### src/rtl/mem_access_unit_pkg.sv
// Shared pipeline definitions: memory-stage FSM encoding, default timeout and
// the EX/MEM stage register layout seen by the memory access unit.
package mem_access_unit_pkg;

  localparam int ADDR_W       = 16;
  localparam int DATA_W       = 16;
  localparam int MAX_WAIT_DEF = 15;

  typedef enum logic [1:0] {
    IDLE  = 2'd0,
    ISSUE = 2'd1,
    WAIT  = 2'd2,
    DONE  = 2'd3
  } state_t;

  // EX/MEM stage register fields consumed by the memory stage
  typedef struct packed {
    logic [ADDR_W-1:0] addr;
    logic [DATA_W-1:0] wdata;
    logic              read;
    logic              write;
  } ex_mem_t;

  // Command held stable toward the memory for the whole access
  typedef struct packed {
    logic              we;
    logic [ADDR_W-1:0] addr;
    logic [DATA_W-1:0] wdata;
  } mem_cmd_t;

endpackage

### src/rtl/mem_access_unit_if.sv
// Bundle between the pipeline/memory side (master) and the memory access
// unit (slave), plus the unit's status outputs.
interface mem_access_unit_if #(
  parameter int CNT_W = 16
);
  import mem_access_unit_pkg::*;

  // Handshakes: mem_req is a one-cycle strobe with mem_we/mem_addr/mem_wdata
  // stable from then until completion; mem_ack is a one-cycle completion pulse
  // with mem_rdata valid in that cycle; ld_valid is a one-cycle pulse with no
  // backpressure; stall high means the pipeline must hold EX/MEM and earlier.
  logic [ADDR_W-1:0] req_addr;
  logic [DATA_W-1:0] req_wdata;
  logic              req_read;
  logic              req_write;
  logic              stall;
  logic              mem_req;
  logic              mem_we;
  logic [ADDR_W-1:0] mem_addr;
  logic [DATA_W-1:0] mem_wdata;
  logic [DATA_W-1:0] mem_rdata;
  logic              mem_ack;
  logic [DATA_W-1:0] ld_data;
  logic              ld_valid;
  logic              timeout;
  logic              conflict;
  logic [CNT_W-1:0]  stall_cycles;

  modport master (
    output req_addr, req_wdata, req_read, req_write, mem_rdata, mem_ack,
    input  stall, mem_req, mem_we, mem_addr, mem_wdata, ld_data, ld_valid,
           timeout, conflict, stall_cycles
  );

  modport slave (
    input  req_addr, req_wdata, req_read, req_write, mem_rdata, mem_ack,
    output stall, mem_req, mem_we, mem_addr, mem_wdata, ld_data, ld_valid,
           timeout, conflict, stall_cycles
  );

endinterface

### src/rtl/sat_counter.sv
// Up-counter that sticks at all-ones instead of wrapping.
module sat_counter #(
  parameter int W = 16
) (
  input  logic         clk,
  input  logic         rst,
  input  logic         inc,
  output logic [W-1:0] count
);

  always_ff @(posedge clk or negedge rst) begin
    if (!rst) begin
      count <= '0;
    end else if (inc && (count != {W{1'b1}})) begin
      count <= count + W'(1);
    end
  end

endmodule

### src/rtl/mem_access_unit.sv
// Memory-stage access unit: turns EX/MEM load/store requests into a strobe to a
// multi-cycle memory, stalls the pipeline meanwhile and times out lost acks.
module mem_access_unit
  import mem_access_unit_pkg::*;
#(
  parameter int MAX_WAIT = MAX_WAIT_DEF,
  parameter int CNT_W    = 16
) (
  input  logic               clk,
  input  logic               rst,
  mem_access_unit_if.slave   bus,
  output state_t             state
);

  localparam int WAIT_W = $clog2(MAX_WAIT + 1);

  ex_mem_t           req;
  mem_cmd_t          cmd;
  logic [WAIT_W-1:0] wait_cnt;
  logic [WAIT_W-1:0] wait_nxt;
  logic              accept;
  logic              mem_req_q;
  logic              ld_valid_q;
  logic              timeout_q;
  logic              conflict_q;
  logic [DATA_W-1:0] ld_data_q;

  assign req      = '{addr: bus.req_addr, wdata: bus.req_wdata,
                      read: bus.req_read, write: bus.req_write};
  assign accept   = (state == IDLE) && (req.read || req.write);
  assign wait_nxt = wait_cnt + WAIT_W'(1);

  // Stall rises in the accepting IDLE cycle itself so EX/MEM never advances
  // past an un-issued access; DONE releases it for exactly one cycle.
  assign bus.stall     = accept || (state == ISSUE) || (state == WAIT);
  assign bus.mem_req   = mem_req_q;
  assign bus.mem_we    = cmd.we;
  assign bus.mem_addr  = cmd.addr;
  assign bus.mem_wdata = cmd.wdata;
  assign bus.ld_data   = ld_data_q;
  assign bus.ld_valid  = ld_valid_q;
  assign bus.timeout   = timeout_q;
  assign bus.conflict  = conflict_q;

  always_ff @(posedge clk or negedge rst) begin
    if (!rst) begin
      state      <= IDLE;
      cmd        <= '0;
      wait_cnt   <= '0;
      mem_req_q  <= 1'b0;
      ld_valid_q <= 1'b0;
      ld_data_q  <= '0;
      timeout_q  <= 1'b0;
      conflict_q <= 1'b0;
    end else begin
      mem_req_q  <= 1'b0;
      ld_valid_q <= 1'b0;
      case (state)
        IDLE: begin
          if (accept) begin
            cmd       <= '{we: req.write, addr: req.addr, wdata: req.wdata};
            wait_cnt  <= '0;
            mem_req_q <= 1'b1;
            state     <= ISSUE;
            if (req.read && req.write) conflict_q <= 1'b1;
          end
        end
        ISSUE: begin
          if (bus.mem_ack) begin
            ld_data_q  <= bus.mem_rdata;
            ld_valid_q <= !cmd.we;
            state      <= DONE;
          end else begin
            state <= WAIT;
          end
        end
        WAIT: begin
          wait_cnt <= wait_nxt;
          if (bus.mem_ack) begin
            ld_data_q  <= bus.mem_rdata;
            ld_valid_q <= !cmd.we;
            state      <= DONE;
          end else if (wait_nxt == WAIT_W'(MAX_WAIT)) begin
            ld_data_q  <= '0;
            ld_valid_q <= !cmd.we;
            timeout_q  <= 1'b1;
            state      <= DONE;
          end
        end
        DONE: begin
          state <= IDLE;
        end
        default: state <= IDLE;
      endcase
    end
  end

  sat_counter #(.W(CNT_W)) u_stall_cnt (
    .clk   (clk),
    .rst   (rst),
    .inc   (bus.stall),
    .count (bus.stall_cycles)
  );

endmodule

### src/flat_wrapper.sv
// flat-port wrapper written by rule: the top's interface ports become plain ports
module mem_access_unit_flat import mem_access_unit_pkg::*;
#(
  parameter int MAX_WAIT = MAX_WAIT_DEF,
  parameter int CNT_W    = 16
)
  (clk, rst, state, bus_req_addr, bus_req_wdata, bus_req_read, bus_req_write, bus_mem_rdata, bus_mem_ack, bus_stall, bus_mem_req, bus_mem_we, bus_mem_addr, bus_mem_wdata, bus_ld_data, bus_ld_valid, bus_timeout, bus_conflict, bus_stall_cycles);
  mem_access_unit_if #(.CNT_W(CNT_W)) bus_i ();
  input  logic clk;
  input  logic rst;
  output state_t state;
  input wire logic [$bits(bus_i.req_addr)-1:0] bus_req_addr;
  input wire logic [$bits(bus_i.req_wdata)-1:0] bus_req_wdata;
  input wire logic [$bits(bus_i.req_read)-1:0] bus_req_read;
  input wire logic [$bits(bus_i.req_write)-1:0] bus_req_write;
  input wire logic [$bits(bus_i.mem_rdata)-1:0] bus_mem_rdata;
  input wire logic [$bits(bus_i.mem_ack)-1:0] bus_mem_ack;
  output wire logic [$bits(bus_i.stall)-1:0] bus_stall;
  output wire logic [$bits(bus_i.mem_req)-1:0] bus_mem_req;
  output wire logic [$bits(bus_i.mem_we)-1:0] bus_mem_we;
  output wire logic [$bits(bus_i.mem_addr)-1:0] bus_mem_addr;
  output wire logic [$bits(bus_i.mem_wdata)-1:0] bus_mem_wdata;
  output wire logic [$bits(bus_i.ld_data)-1:0] bus_ld_data;
  output wire logic [$bits(bus_i.ld_valid)-1:0] bus_ld_valid;
  output wire logic [$bits(bus_i.timeout)-1:0] bus_timeout;
  output wire logic [$bits(bus_i.conflict)-1:0] bus_conflict;
  output wire logic [$bits(bus_i.stall_cycles)-1:0] bus_stall_cycles;
  assign bus_i.req_addr = bus_req_addr;
  assign bus_i.req_wdata = bus_req_wdata;
  assign bus_i.req_read = bus_req_read;
  assign bus_i.req_write = bus_req_write;
  assign bus_i.mem_rdata = bus_mem_rdata;
  assign bus_i.mem_ack = bus_mem_ack;
  assign bus_stall = bus_i.stall;
  assign bus_mem_req = bus_i.mem_req;
  assign bus_mem_we = bus_i.mem_we;
  assign bus_mem_addr = bus_i.mem_addr;
  assign bus_mem_wdata = bus_i.mem_wdata;
  assign bus_ld_data = bus_i.ld_data;
  assign bus_ld_valid = bus_i.ld_valid;
  assign bus_timeout = bus_i.timeout;
  assign bus_conflict = bus_i.conflict;
  assign bus_stall_cycles = bus_i.stall_cycles;
  mem_access_unit #(.MAX_WAIT(MAX_WAIT), .CNT_W(CNT_W)) u_core (.clk(clk), .rst(rst), .bus(bus_i), .state(state));
endmodule
### config.mk
export PLATFORM = sky130hd
export DESIGN_NAME = mem_access_unit_flat
export DESIGN_NICKNAME = d
export VERILOG_FILES = /design/src/rtl/mem_access_unit_pkg.sv /design/src/rtl/mem_access_unit_if.sv /design/src/rtl/sat_counter.sv /design/src/rtl/mem_access_unit.sv /design/src/flat_wrapper.sv
export SDC_FILE = /design/constraint.sdc
export NUM_CORES = 1
export LEC_CHECK = 0
export ABC_AREA = 1
export CORE_MARGIN = 8
export CORE_UTILIZATION = 45
export CTS_CLUSTER_DIAMETER = 100
export DETAILED_ROUTE_END_ITERATION = 7
export GPL_ROUTABILITY_DRIVEN = 0
export GPL_TIMING_DRIVEN = 0
export PLACE_DENSITY = 0.8
export SYNTH_ARGS = -nofsm -noshare
export SYNTH_HDL_FRONTEND = slang
export SYNTH_SLANG_ARGS = --single-unit
### constraint.sdc
create_clock -name clk -period 1.83 [get_ports clk]
set_input_delay 0.366 -clock clk [delete_from_list [all_inputs] [get_ports clk]]
set_output_delay 0.366 -clock clk [all_outputs]
set_load 0.02 [all_outputs]
# == Yosys cells after proc, flatten, opt, wreduce, memory -nomap -nowiden ==
# Cells that the tools add are included.
# classes
addsub,2
n_eq_ne,8
n_mux,17
n_bitwise,1
n_reduce_logical,16
# ops
operator,count
$mux 16,3
$pmux 16 s2,1
$add 16x1->16 const B,1
$ne 16x16->1 const B,1
$reduce_and 3->1,3
$pmux 2 s4,1
$pmux 4 s2,1
$mux 1,6
$mux 2,3
$reduce_and 2->1,3
$add 4x1->4 const B,1
$eq 2x2->1 const B,2
$eq 4x4->1 const B,1
$mux 4,1
$reduce_bool 2->1,2
$logic_and 1x1->1,3
$logic_or 1x1->1,3
$ne 3x3->1 const B,1
$eq 2x1->1 const B,1
$logic_not 2->1,1
$ne 2x1->1 const B,1
$ne 2x2->1 const B,1
$pmux 1 s2,1
$logic_not 1->1,1
$not 1->1,1
# word_totals
reg_bits,75
input_bits,53
word_cells,55

# == Longest topological paths before layout ==
# logic_depth
ltp_word,5
mapped_depth,11

# == Hierarchy ==
# A second synthesis with hierarchy kept.
# unflattened
hier_cells,429
hier_area_um2,3678.5
# modules_own_cells
mod,n_inst,cells_each,area_per_inst_um2,seq_area_each_um2
mem_access_unit,1,280,2620.0,1476.4
sat_counter,1,149,1058.5,400.4

# == Worst setup path before layout ==
# Ideal clock, no wire load.
# synth_timing
kind,register to register
startpoint,register u_core.state[1]
endpoint,register u_core.u_stall_cnt.count[7]
setup_time_ns,0.118
arrival_ns,1.654
setup_slack_ns,0.057
stages_incl_launch_ff,11
n_path_buf,2
path_cell_list,dfrtp_1 inv_1 ha_1 buf_2 nor2_2 nand2_4 nand2_4 nand2_2 buf_6 nand2_1 o21ai_2
# synth_between
elab_chain_cells,5
# synth_lines
element,line_no,text
"start, declared",mem_access_unit.sv:12,output state_t state
"start signal, assigned",mem_access_unit.sv:47,state <= IDLE;
"start signal, assigned",mem_access_unit.sv:64,state <= ISSUE;
"start signal, assigned",mem_access_unit.sv:72,state <= DONE;
$logic_not 2->1,mem_access_unit.sv:30,assign accept = (state == IDLE) && (req.read || req.write);
$logic_and 1x1->1,mem_access_unit.sv:30,
$logic_or 1x1->1,mem_access_unit.sv:35,assign bus.stall = accept || (state == ISSUE) || (state == WAIT);
$logic_or 1x1->1 *,mem_access_unit.sv:35,
named net bus_stall,flat_wrapper.sv:18,output wire logic [$bits(bus_i.stall)-1:0] bus_stall;
$logic_and 1x1->1 *,sat_counter.sv:14,end else if (inc && (count != {W{1'b1}})) begin
"end signal, assigned",sat_counter.sv:15,count <= count + W'(1);
"end, declared",sat_counter.sv:8,output logic [W-1:0] count
# The timed path passes the listed nets; every way through them passes the cells marked *.
# A chain may end at the register's enable or synchronous reset.

# == Worst setup path in the final report ==
# layout_timing
startpoint,register u_core.state[0]
endpoint,output port bus_stall
# layout_between
elab_chain_cells,4
# layout_lines
element,line_no
$logic_not 2->1,mem_access_unit.sv:30
$logic_and 1x1->1,mem_access_unit.sv:30
$logic_or 1x1->1,mem_access_unit.sv:35
$logic_or 1x1->1 *,mem_access_unit.sv:35
"end, declared",flat_wrapper.sv:18
# Every way passes the cells marked *; elsewhere a longest branch is shown, timed or not.

==> run summary <==
Sequential cells account for 31.4% of the total power. Once the floorplan was initialized, standard cells occupied 46.01% of the core. The initialized floorplan defines 32 standard-cell rows. Grouping stages by cell kind, the critical path spends the most delay in flip-flops. The die area was 10900 sq um; the worst slack after detailed placement was -0.4711 ns. The final layout contains routed wiring with a total length of 9687 microns. The run gives 3485 as the number of global-route vias before repair. The vertical die dimension works out to 104.4 microns. Using the TritonRoute via totals, the vias-per-cell ratio works out to 4.911. The combined flip-flop and latch cell area is 1878 sq um, and the number of buffers created by CTS is 9. The mapped netlist covers 3518 sq um. The post-synth net total was 481.

The run gives 1.46 ns as the critical path required time. The filler cells instantiated in the layout total 619. After Yosys synthesis, XOR and XNOR cells account for 1.743% of the synthesized area.

The cell type with the highest aggregate area in the netlist was sky130_fd_sc_hd__dfrtp_1. After synthesis, the largest family of logic cells by area is simple AND/OR/NAND/NOR gates. The slew of the pin with the lowest slew margin was 0.4968 ns; the maximum clock rate was 553.5 MHz. The logs give 0.3604 ns for the worst hold margin and 0 for the final hold violation count.

In this run the worst path has a maximum fanout of 10. Dividing the detail-routed wire length by the instance count gives 14.44 microns. On the worst path, the slowest cell contributes a delay of 0.41 ns.

The post-synthesis simple-gate area fraction came out at 29.87%. The total number of vias was 3295; the total power per unit cell area was 1750 nW/um^2. Summed over its instances, the top area cell type makes up 53.34% of the synthesized netlist area. Traced cell by cell, the critical path runs through ha_2 > nor2_4 > nand2_4 > buf_6. The run gives 66.88% as the worst max-slew margin expressed relative to the limit.

The most used flip-flop cell after synthesis is sky130_fd_sc_hd__dfrtp_1. Number of levels the H-tree was split into: 3. The run finished with clean final reports. For the sequential cell area fraction in the yosys report, the log shows 53.34%. The number of buffers added on ports is 123. The worst clock skew on the final layout is 0.01019 ns. Adder and majority cell fraction of the synthesized area: 2.134%. The run gives 0 as the total count of max-transition violations in the final report.

After synthesis, the most frequently instantiated cells are 199 x sky130_fd_sc_hd__nand2_1, 75 x sky130_fd_sc_hd__dfrtp_1, 26 x sky130_fd_sc_hd__inv_1. In this run the count of I/O pins placed on the die edge is 125. The first global-routing pass estimated 16730 microns of wire.

DRC marker count from the first detailed-route iteration: 149. The logs give 1481 sq um for the total area of multi-input combinational cells and 7647 sq um for the placeable core region. The number of buffers and inverters on the critical path is 1, and the switching part of the total power is 43.63%. In this run the remaining antenna-violating nets after routing total 0. Final critical delay including setup and external delays: 1.807 ns. The standard cell with the maximum stage delay on the critical path was sky130_fd_sc_hd__dfrtp_1.

By area the synthesized netlist is led by sky130_fd_sc_hd__dfrtp_1 53%, sky130_fd_sc_hd__nand2_1 21%, sky130_fd_sc_hd__o211ai_1 3.6%. The post-synthesis mux area share was 0%; the internal power summed over all cells was 0.005118 W. Number of maximum-capacitance constraint violations: 0. The register bit total from synthesis was 75; the share of the synthesized area in compound gates (AO/OA/AOI/OAI) was 7.504%.

The run gives 1.44 ns as the arrival time of data at the critical path endpoint. CTS placed an instance of sky130_fd_sc_hd__clkbuf_8 at the clock tree root. IR analysis of the VDD net gives a maximum drop of 0.9784 mV. Counting along the longest clock path gives a buffer depth of 2.

In the finished design, the share of the clock period the worst path needs comes to 98.73%. For the final layout net count, the log shows 623. The logs give 0 for the number of antenna diodes and 54.7% for the relative contribution of combinational cells to total power. In this run, synthesis inferred 0 flip-flops with an integrated enable. The tools report the worst setup slack after layout as 0.02323 ns.

TritonCTS built the clock tree. sky130_fd_sc_hd__nand2_1 is the most common cell in the netlist. Setup repair after global routing could not meet its margin everywhere. After clock tree synthesis, the clock-pin slew on the worst setup and hold paths is 0.08 ns.

The tools report the global-route total usage across every layer as 18.37%. The initial antenna violation count is 0. Setup violations remaining at the end of the flow were counted as 0. Counting every instance in the synthesized netlist gives 422. Counting flops with an async set or reset pin after synthesis yields a share of 100.0%. Averaged over all synthesized cells, the footprint is 8.337 sq um.

The kind of start point of the critical path was a register. The share of total power dissipated in the clock network is 13.9%. The path class of the lowest-slack min-delay path was in2reg.

Summed over all failing endpoints, the final setup total negative slack is 0 ns. For the total grt overflow, the log shows 0. The clock reaches the later pin of the worst-skew pair after 0.35 ns. The count of distinct cell types in the synthesized netlist came out at 27. Once detailed placement completed, the half-perimeter wirelength came to 7140 microns.

The clock net sink count is 75. Worst setup path category: reg2out. The ratio of cells with drive above 1 in the final layout is 10.54%.

Compared with the post-synthesis result, the final layout area differs by 47.48%. The worst setup path is captured at an output port. The switching power total is 0.003961 W.

The Yosys step of the flow raised 0 warnings. For this run, design rule violations remaining after detail routing come to 0. Measured along the x axis, the die boundary spans 104.4 microns. Entering global routing, the biggest net connects 40 pins. The number of optimization iterations in the first detailed-route pass was 5; the static leakage was 2.569 nW.
## cells by family (layout without fill, tap and decap cells)
group	count (synthesis)	in the layout
simple gates	255	255
flops	75	75
buf+inv	43	190
compound gates	36	36
xor+xnor	7	7
fa+ha+maj	6	6
## through the flow
stage               instance area (sq um)  util (%)  power [W]  cells
finish                               5189     67.85   0.009079    671
global route                         5189     67.85   0.009781    671
CTS                                  5135     67.15   0.009004    667
detailed placement                   4895     64.01   0.007630    648
global placement                     4877     63.78   0.007482    647
floorplan                            3518         -   0.005525    422
## power groups by stage
stage                     sequential, W  combinational [W]  clock, W
after floorplan                 0.00358            0.00195         0
after detailed placement        0.00287            0.00476         0
after global placement          0.00284            0.00464         0
after global routing            0.00294            0.00548   0.00137
final                           0.00285            0.00497   0.00126
after CTS                       0.00284            0.00487   0.00129
## state kept, by name, indices dropped and copies added (netlist names)
| signal | count |
|---|---|
| u_core.state | 2 |
| u_core.bus.mem_addr | 16 |
| u_core.bus.conflict | 1 |
| u_core.bus.timeout | 1 |
| u_core.bus.mem_we | 1 |
| u_core.bus.mem_wdata | 16 |
| u_core.bus.ld_data | 16 |
| u_core.bus.ld_valid | 1 |
| u_core.wait_cnt | 4 |
| u_core.bus.mem_req | 1 |
| u_core.u_stall_cnt.count | 16 |
## layout by cell type, fill, tap and decap left out, types with 2 or more instances in the layout
cell / n
sky130_fd_sc_hd__clkbuf_8: 9
sky130_fd_sc_hd__dlymetal6s2s_1: 5
sky130_fd_sc_hd__buf_6: 4
sky130_fd_sc_hd__nand3_2: 2
sky130_fd_sc_hd__clkdlybuf4s50_1: 111
sky130_fd_sc_hd__nand2_4: 4
sky130_fd_sc_hd__clkinvlp_4: 3
sky130_fd_sc_hd__nand2_1: 199
sky130_fd_sc_hd__nand4_1: 6
sky130_fd_sc_hd__a21oi_1: 2
sky130_fd_sc_hd__xor2_1: 7
sky130_fd_sc_hd__nor2_1: 17
sky130_fd_sc_hd__ha_2: 3
sky130_fd_sc_hd__buf_4: 9
sky130_fd_sc_hd__ha_1: 2
sky130_fd_sc_hd__clkbuf_1: 7
sky130_fd_sc_hd__nand3_1: 21
sky130_fd_sc_hd__dlygate4sd2_1: 5
sky130_fd_sc_hd__o211ai_1: 17
sky130_fd_sc_hd__nand2_2: 2
sky130_fd_sc_hd__dfrtp_1: 74
sky130_fd_sc_hd__o21ai_2: 6
sky130_fd_sc_hd__inv_1: 24
sky130_fd_sc_hd__o21ai_0: 7
sky130_fd_sc_hd__buf_2: 4
sky130_fd_sc_hd__inv_2: 4
## what timing repair did
action	in CTS	in global routing
pin swaps	2	3
endpoints found under the setup margin	5	31
buffers inserted	2	5
hold buffers	1	0
endpoints found under the hold margin	19	0
resized for setup	18	11
## area by class of cell
class                           instances  area share [%]
Multi-Input combinational cell        304           28.55
Clock inverter                          6           1.278
Sequential cell                        75           36.19
Timing Repair Buffer                  132           25.42
Clock buffer                           10           2.460
Buffer                                 14           1.616
Inverter                               28           2.026
Tap cell                              102           2.460
## path summary, 6_finish.rpt
check                                               start                                        to  slack, ns  depth (start not counted)
max in group asynchronous                             rst  u_core.u_stall_cnt.count[10]$_DFFE_PN0P_       0.74                          3
hold / removal                                bus_mem_ack             u_core.bus.ld_valid$_DFF_PN0_       0.36                          3
min in group asynchronous                             rst       u_core.bus.mem_addr[12]$_DFFE_PN0P_       0.52                          2
hold reg to reg            u_core.bus.timeout$_DFFE_PN0P_            u_core.bus.timeout$_DFFE_PN0P_       0.47                          1
setup / recovery              u_core.state[0]$_DFFE_PN0P_                                 bus_stall       0.02                          4
setup reg to reg              u_core.state[0]$_DFFE_PN0P_         u_core.bus.ld_data[7]$_DFFE_PN0P_       0.11                         10
## metal layers
layer | vias up | GRT usage (%) | wire length, microns
li1 | 1623 | - | -
met1 | 1521 | 22.23 | 4129
met2 | 142 | 28.42 | 4386
met3 | 9 | 8.055 | 1049
met4 | 0 | 6.308 | 121
met5 | - | 0 | 0
## worst reg2reg max path, delay by kind of cell, from the launching register on
| kind | cells | cell delay [ns] |
|---|---|---|
| adders and majority gates | 1 | 0.23 |
| buffers and inverters | 4 | 0.51 |
| DFF | 1 | 0.41 |
| and+or+nand+nor | 5 | 0.52 |
Note: power is estimated with default switching activity, not from simulation.
